[src/rtl/pkg_148_plca.sv]
// Shared clause-148 PLCA definitions: status state encoding and PLCA_STATUS values.
package pkg_148_plca;

  typedef enum logic [1:0] {
    PLCA_STATUS_DISABLED   = 2'd0,
    PLCA_STATUS_INACTIVE   = 2'd1,
    PLCA_STATUS_ACTIVE     = 2'd2,
    PLCA_STATUS_HYSTERESIS = 2'd3
  } plca_status_state_t;

  localparam logic STATUS_OK   = 1'b1;
  localparam logic STATUS_FAIL = 1'b0;

  function automatic logic status_of(plca_status_state_t s);
    return ((s == PLCA_STATUS_ACTIVE) || (s == PLCA_STATUS_HYSTERESIS)) ? STATUS_OK : STATUS_FAIL;
  endfunction

endpackage

[src/rtl/mod_148_4_6_plca_status_if.sv]
// Control/status bundle between the PLCA data path, management and the status FSM.
interface mod_148_4_6_plca_status_if;

  logic       plca_en;
  logic       plca_reset;
  logic       rx_beacon;
  logic       tx_beacon;
  logic       plca_status;
  logic [1:0] plca_status_state;
  logic       plca_status_timer_done;
  logic       plca_status_timer_not_done;

  modport slave (
    input  plca_en, plca_reset, rx_beacon, tx_beacon,
    output plca_status, plca_status_state, plca_status_timer_done, plca_status_timer_not_done
  );

  modport master (
    output plca_en, plca_reset, rx_beacon, tx_beacon,
    input  plca_status, plca_status_state, plca_status_timer_done, plca_status_timer_not_done
  );

endinterface

[src/rtl/mod_148_4_6_status_timer_sync.sv]
// Generic clause-148 timer: start/restart and stop, registered done/not_done, saturating count.
module mod_148_4_6_status_timer_sync #(
  parameter int TICKS = 326,
  parameter int W     = 16
) (
  input  logic clk,
  input  logic reset_n,
  input  logic i_start,
  input  logic i_stop,
  output logic o_done,
  output logic o_not_done
);

  localparam logic [W-1:0] LP_LAST      = W'(TICKS - 1);
  localparam logic [W-1:0] LP_FULL      = W'(TICKS);
  localparam logic         LP_IMMEDIATE = (TICKS <= 1);

  logic [W-1:0] r_cnt;
  logic         r_done;
  logic         r_not_done;

  // r_cnt holds cycles elapsed since the start edge, so the start edge itself counts as one.
  always_ff @(posedge clk) begin
    if (!reset_n || i_stop) begin
      r_cnt      <= '0;
      r_done     <= 1'b0;
      r_not_done <= 1'b0;
    end else if (i_start) begin
      r_cnt      <= LP_IMMEDIATE ? LP_FULL : W'(1);
      r_done     <= LP_IMMEDIATE;
      r_not_done <= !LP_IMMEDIATE;
    end else if (r_not_done) begin
      if (r_cnt >= LP_LAST) begin
        r_cnt      <= LP_FULL;
        r_done     <= 1'b1;
        r_not_done <= 1'b0;
      end else begin
        r_cnt <= r_cnt + W'(1);
      end
    end
  end

  assign o_done     = r_done;
  assign o_not_done = r_not_done;

endmodule

[src/rtl/mod_148_4_6_plca_status.sv]
// PLCA status FSM: tracks BEACON activity and reports PLCA_STATUS OK/FAIL with hysteresis.
//   state      | meaning
//   DISABLED   | PLCA off or held in reset, status FAIL
//   INACTIVE   | enabled, no recent BEACON, status FAIL
//   ACTIVE     | BEACONs arriving, status OK, timer watches for the next one
//   HYSTERESIS | one timer period missed, status still OK, second chance
module mod_148_4_6_plca_status
  import pkg_148_plca::*;
#(
  parameter int STATUS_TIMER_TICKS = 326,
  parameter int TIMER_W            = 16
) (
  input logic                          clk,
  input logic                          reset_n,
  mod_148_4_6_plca_status_if.slave     plca_if
);

  plca_status_state_t r_state;
  plca_status_state_t w_next_state;
  logic               r_status;
  logic               w_beacon;
  logic               w_disable;
  logic               w_start;
  logic               w_stop;
  logic               w_timer_done;
  logic               w_timer_not_done;

  assign w_beacon  = plca_if.rx_beacon | plca_if.tx_beacon;
  assign w_disable = !plca_if.plca_en | plca_if.plca_reset;

  always_comb begin
    w_next_state = r_state;
    w_start      = 1'b0;
    if (w_disable) begin
      w_next_state = PLCA_STATUS_DISABLED;
    end else begin
      case (r_state)
        PLCA_STATUS_DISABLED: w_next_state = PLCA_STATUS_INACTIVE;
        PLCA_STATUS_INACTIVE: begin
          if (w_beacon) begin
            w_next_state = PLCA_STATUS_ACTIVE;
            w_start      = 1'b1;
          end
        end
        PLCA_STATUS_ACTIVE: begin
          if (w_beacon) begin
            w_start = 1'b1;
          end else if (w_timer_done) begin
            w_next_state = PLCA_STATUS_HYSTERESIS;
            w_start      = 1'b1;
          end
        end
        PLCA_STATUS_HYSTERESIS: begin
          // A beacon coinciding with expiry still counts as activity.
          if (w_beacon) begin
            w_next_state = PLCA_STATUS_ACTIVE;
            w_start      = 1'b1;
          end else if (w_timer_done) begin
            w_next_state = PLCA_STATUS_INACTIVE;
          end
        end
        default: w_next_state = PLCA_STATUS_DISABLED;
      endcase
    end
    w_stop = (w_next_state == PLCA_STATUS_DISABLED) || (w_next_state == PLCA_STATUS_INACTIVE);
  end

  always_ff @(posedge clk) begin
    if (!reset_n) begin
      r_state  <= PLCA_STATUS_DISABLED;
      r_status <= STATUS_FAIL;
    end else begin
      r_state  <= w_next_state;
      r_status <= status_of(w_next_state);
    end
  end

  mod_148_4_6_status_timer_sync #(
    .TICKS (STATUS_TIMER_TICKS),
    .W     (TIMER_W)
  ) u_status_timer (
    .clk        (clk),
    .reset_n    (reset_n),
    .i_start    (w_start),
    .i_stop     (w_stop),
    .o_done     (w_timer_done),
    .o_not_done (w_timer_not_done)
  );

  assign plca_if.plca_status                = r_status;
  assign plca_if.plca_status_state          = r_state;
  assign plca_if.plca_status_timer_done     = w_timer_done;
  assign plca_if.plca_status_timer_not_done = w_timer_not_done;

endmodule

[src/flat_wrapper.sv]
// flat-port wrapper written by rule: the top's interface ports become plain ports
module mod_148_4_6_plca_status_flat import pkg_148_plca::*;
#(
  parameter int STATUS_TIMER_TICKS = 326,
  parameter int TIMER_W            = 16
)
  (clk, reset_n, plca_if_plca_en, plca_if_plca_reset, plca_if_rx_beacon, plca_if_tx_beacon, plca_if_plca_status, plca_if_plca_status_state, plca_if_plca_status_timer_done, plca_if_plca_status_timer_not_done);
  mod_148_4_6_plca_status_if plca_if_i ();
  input logic clk;
  input logic reset_n;
  input wire logic [$bits(plca_if_i.plca_en)-1:0] plca_if_plca_en;
  input wire logic [$bits(plca_if_i.plca_reset)-1:0] plca_if_plca_reset;
  input wire logic [$bits(plca_if_i.rx_beacon)-1:0] plca_if_rx_beacon;
  input wire logic [$bits(plca_if_i.tx_beacon)-1:0] plca_if_tx_beacon;
  output wire logic [$bits(plca_if_i.plca_status)-1:0] plca_if_plca_status;
  output wire logic [$bits(plca_if_i.plca_status_state)-1:0] plca_if_plca_status_state;
  output wire logic [$bits(plca_if_i.plca_status_timer_done)-1:0] plca_if_plca_status_timer_done;
  output wire logic [$bits(plca_if_i.plca_status_timer_not_done)-1:0] plca_if_plca_status_timer_not_done;
  assign plca_if_i.plca_en = plca_if_plca_en;
  assign plca_if_i.plca_reset = plca_if_plca_reset;
  assign plca_if_i.rx_beacon = plca_if_rx_beacon;
  assign plca_if_i.tx_beacon = plca_if_tx_beacon;
  assign plca_if_plca_status = plca_if_i.plca_status;
  assign plca_if_plca_status_state = plca_if_i.plca_status_state;
  assign plca_if_plca_status_timer_done = plca_if_i.plca_status_timer_done;
  assign plca_if_plca_status_timer_not_done = plca_if_i.plca_status_timer_not_done;
  mod_148_4_6_plca_status #(.STATUS_TIMER_TICKS(STATUS_TIMER_TICKS), .TIMER_W(TIMER_W)) u_core (.clk(clk), .reset_n(reset_n), .plca_if(plca_if_i));
endmodule
[config.mk]
export PLATFORM = sky130hd
export DESIGN_NAME = mod_148_4_6_plca_status_flat
export DESIGN_NICKNAME = d
export VERILOG_FILES = /design/src/rtl/pkg_148_plca.sv /design/src/rtl/mod_148_4_6_plca_status_if.sv /design/src/rtl/mod_148_4_6_status_timer_sync.sv /design/src/rtl/mod_148_4_6_plca_status.sv /design/src/flat_wrapper.sv
export SDC_FILE = /design/constraint.sdc
export NUM_CORES = 1
export LEC_CHECK = 0
export CAP_MARGIN = 20
export CELL_PAD_IN_SITES_DETAIL_PLACEMENT = 1
export CELL_PAD_IN_SITES_GLOBAL_PLACEMENT = 1
export CORE_MARGIN = 2
export CORE_UTILIZATION = 42
export DETAILED_ROUTE_END_ITERATION = 12
export GPL_TIMING_DRIVEN = 0
export HOLD_SLACK_MARGIN = 0.06
export PLACE_DENSITY_LB_ADDON = 0.15
export SYNTH_ARGS = -nofsm -noshare
export SYNTH_HDL_FRONTEND = slang
export SYNTH_SLANG_ARGS = --single-unit
export TNS_END_PERCENT = 20
[constraint.sdc]
create_clock -name clk -period 2.55 [get_ports clk]
set_clock_uncertainty 0.15 [all_clocks]
set_input_delay 0.255 -clock clk [delete_from_list [all_inputs] [get_ports clk]]
set_output_delay 0.255 -clock clk [all_outputs]
set_load 0.01 [all_outputs]
==> flow_summary.toml <==
[clock_tree]
htree_levels = 1
ctsHoldBuffers = 0
clk-insertion-delay-late_ns = 0.31
cts_buffers = 3
clkTransAtPathRegs_ns = 0.12
cts_setup_buffers = 0
cts.sinks = 21
ctsRootBufferMaster = "clkbuf_4"
cts_tree = "yes"
cts_max_path_buffers = 2
cts_resized = 0

[die]
io_pins = 11
die_h_um = 56.2
start_util_pct = 45.3
std_cell_rows = 18
die_w_um = 56.2
core_area_um2 = 2520
dieArea_um2 = 3150

[place]
port_buffers = 10
place_hpwl_um = 2090
place_congestion = 0.821
post-place-cells = 164

[global_route]
track_usage_pct = 20.0
antenna_found_initial = 0
grt_pass1_vias = 1053
gr-total-overflow = 0
grt_pass1_wl_um = 4970
grt_max_degree = 12

[synthesis]
ys_warn_count = 0
synthCells = 124
synthArstFlopShare_pct = 0
yosysUniqueCellTypes = 38
synth_edf_count = 0
synth-main-ff-cell = "dfxtp_1"
synth-seq-area-share_pct = 36.8
synthesis.nets = 133
syn-cell-area_um2 = 1140
syn_avg_cell_area_um2 = 9.21
ys_seq_elements = 21

[sta]
finalCritPeriodShare_pct = 86.4
post-route-min-period_ns = 2.20
tightestPinTransition_ns = 0.705
max_freq_mhz = 454
holdWs_ns = 0.408
finalHoldViolCount = 0
rsz0062_at_grt = "no"
finalSetupViolCount = 0
slew_headroom_pct = 53.0
maxSlewViolCount = 0
setup-tns-final_ns = 0

[min_path]
hold_depth = 2
holdPathEnd = "u_core.u_status_timer.r_cnt[13]"
hp-class = "flip-flop to flip-flop"
min_from = "u_core.u_status_timer.r_cnt[13]"

[pwr]
power.share.clock_pct = 32.3
pwr-share-comb_pct = 3.5
power.internal_uw = 402
power_density_nw_per_um2 = 395
power.leakage_nw = 0.406
switching_power_uw = 114
seq_power_share_pct = 64.1
ir_drop_v = 0.000253
swShare_pct = 22.1

[routing]
ant_nets = 0
drt_iter0_markers = 22
firstDrtPassIters = 4
drt-met1-wl_um = 1390
num_vias = 1015
wl_per_cell_um = 16.9
remaining_drc_errors = 0
via_per_inst = 6.04
wirelength_um = 2840
dr_wl_met2_um = 1350
dr_wl_met3_um = 58
top_layer = "met4"

[status]
outcome = "complete, no violations"

[finish]
final_cell_mix = "dfxtp_1 (21), clkdlybuf4s50_1 (10), nand3_1 (9), a211oi_2 (8), nor2_1 (7)"
drive_gt1_share_pct = 15.2
syn2layout_area_growth_pct = 14.3
utilization_pct = 51.8
num_antenna_cells = 0
fillers = 301
fin_nets = 148
final_cells = 168
final_common_cell = "dfxtp_1"

[worst_setup_path]
critical_path_class = "flip-flop to flip-flop"
critPathMaxFanout = 10
r2r-start = "u_core.u_status_timer.r_cnt[1]"
critPathCaptureType = "flip-flop"
r2r_setup_slack_ns = 0.35
start_kind = "flip-flop"
rr_worst_depth = 7
crit_required_ns = 2.64
r2r-end = "u_core.u_status_timer.r_cnt[14]"
critical_path_arrival_ns = 2.29

[job]
cap_violations = 0
## registers in the layout, summed over array words and instances (netlist names)
name,count
u_core.u_status_timer.r_cnt,16
u_core.plca_if.plca_status,1
u_core.u_status_timer.o_not_done,1
u_core.u_status_timer.o_done,1
u_core.plca_if.plca_status_state,2
## layer usage
layer | track usage, % | vias up
met5 | 0 | -
met4 | 8.50 | 0
met3 | 2.09 | 6
met2 | 32.3 | 13
met1 | 27.1 | 498
li1 | - | 498
## worst max-delay path by stage
stage	startpoint	slack, ns	endpoint
after floorplan	u_core.u_status_timer.r_cnt[1]	0.53	u_core.u_status_timer.r_cnt[10]
after global placement	plca_if_plca_reset	0.28	u_core.u_status_timer.r_cnt[6]
after detailed placement	plca_if_plca_reset	0.18	u_core.u_status_timer.r_cnt[8]
after CTS	u_core.u_status_timer.r_cnt[1]	0.33	u_core.u_status_timer.r_cnt[14]
after global routing	u_core.u_status_timer.r_cnt[1]	0.23	u_core.u_status_timer.r_cnt[10]
final	u_core.u_status_timer.r_cnt[1]	0.35	u_core.u_status_timer.r_cnt[14]
## through the flow
step	power (mW)	setup WS [ns]	instance area, um2
2_1_floorplan	0.345	0.530	1140
3_3_place_gp	0.356	0.279	1280
3_5_place_dp	0.356	0.178	1280
4_1_cts	0.525	0.328	1310
5_1_grt	0.540	0.226	1310
6_report	0.516	0.346	1310
## synthesized netlist by cell type, types with 2 or more instances
cell type	instances	area share, %
a211oi_1	2	1.3
a211oi_2	8	8.8
a21oi_1	4	1.8
a221oi_1	2	1.5
a31oi_1	3	1.6
and3_1	2	1.1
and4_1	3	2.3
buf_2	4	1.8
clkbuf_1	2	0.66
dfxtp_1	21	37
ha_1	3	3.3
inv_1	3	0.99
nand2_1	6	2.0
nand3_1	9	3.9
nand4_1	6	3.3
nor2_1	7	2.3
nor3_1	3	1.3
nor4_1	3	1.6
o21ai_0	4	1.8
o22ai_1	2	1.1
or2_2	2	1.1
xnor2_1	5	3.8
xor2_1	5	3.8
## area by class of cell
cell class,count,area [um2],area share [%]
tap,30,37.5,2.87
multi-input combinational,92,668,51.1
buffer,8,42.5,3.26
clock buffer,4,26.3,2.01
timing repair buffer,10,100,7.66
inverter,3,11.3,0.862
sequential,21,420,32.2
## logic make-up after synthesis
group                    count (synthesis)  synth area share, %
AND/OR/NAND/NOR                         48                 24.1
adder cells (fa/ha/maj)                  3                 3.29
buffers and inverters                   11                 4.71
XOR/XNOR                                10                 7.67
flip-flops                              21                 36.8
AO/OA/AOI/OAI                           31                 23.4
## power by group through the flow
stage | logic (mW) | registers, mW | clock network (mW)
floorplan | 0.00634 | 0.338 | 0
global placement | 0.0177 | 0.338 | 0
detailed placement | 0.0183 | 0.338 | 0
CTS | 0.0183 | 0.331 | 0.176
global route | 0.0201 | 0.331 | 0.189
finish | 0.0183 | 0.331 | 0.167
## critical path: stages (launching register included)
cell      delay (ns)
dfxtp_1         0.43
inv_1           0.11
ha_1            0.18
nand2b_4        0.13
a2111o_1        0.48
a31o_4          0.29
buf_6           0.15
a211oi_2        0.22
(Power assumes the default switching activity.)
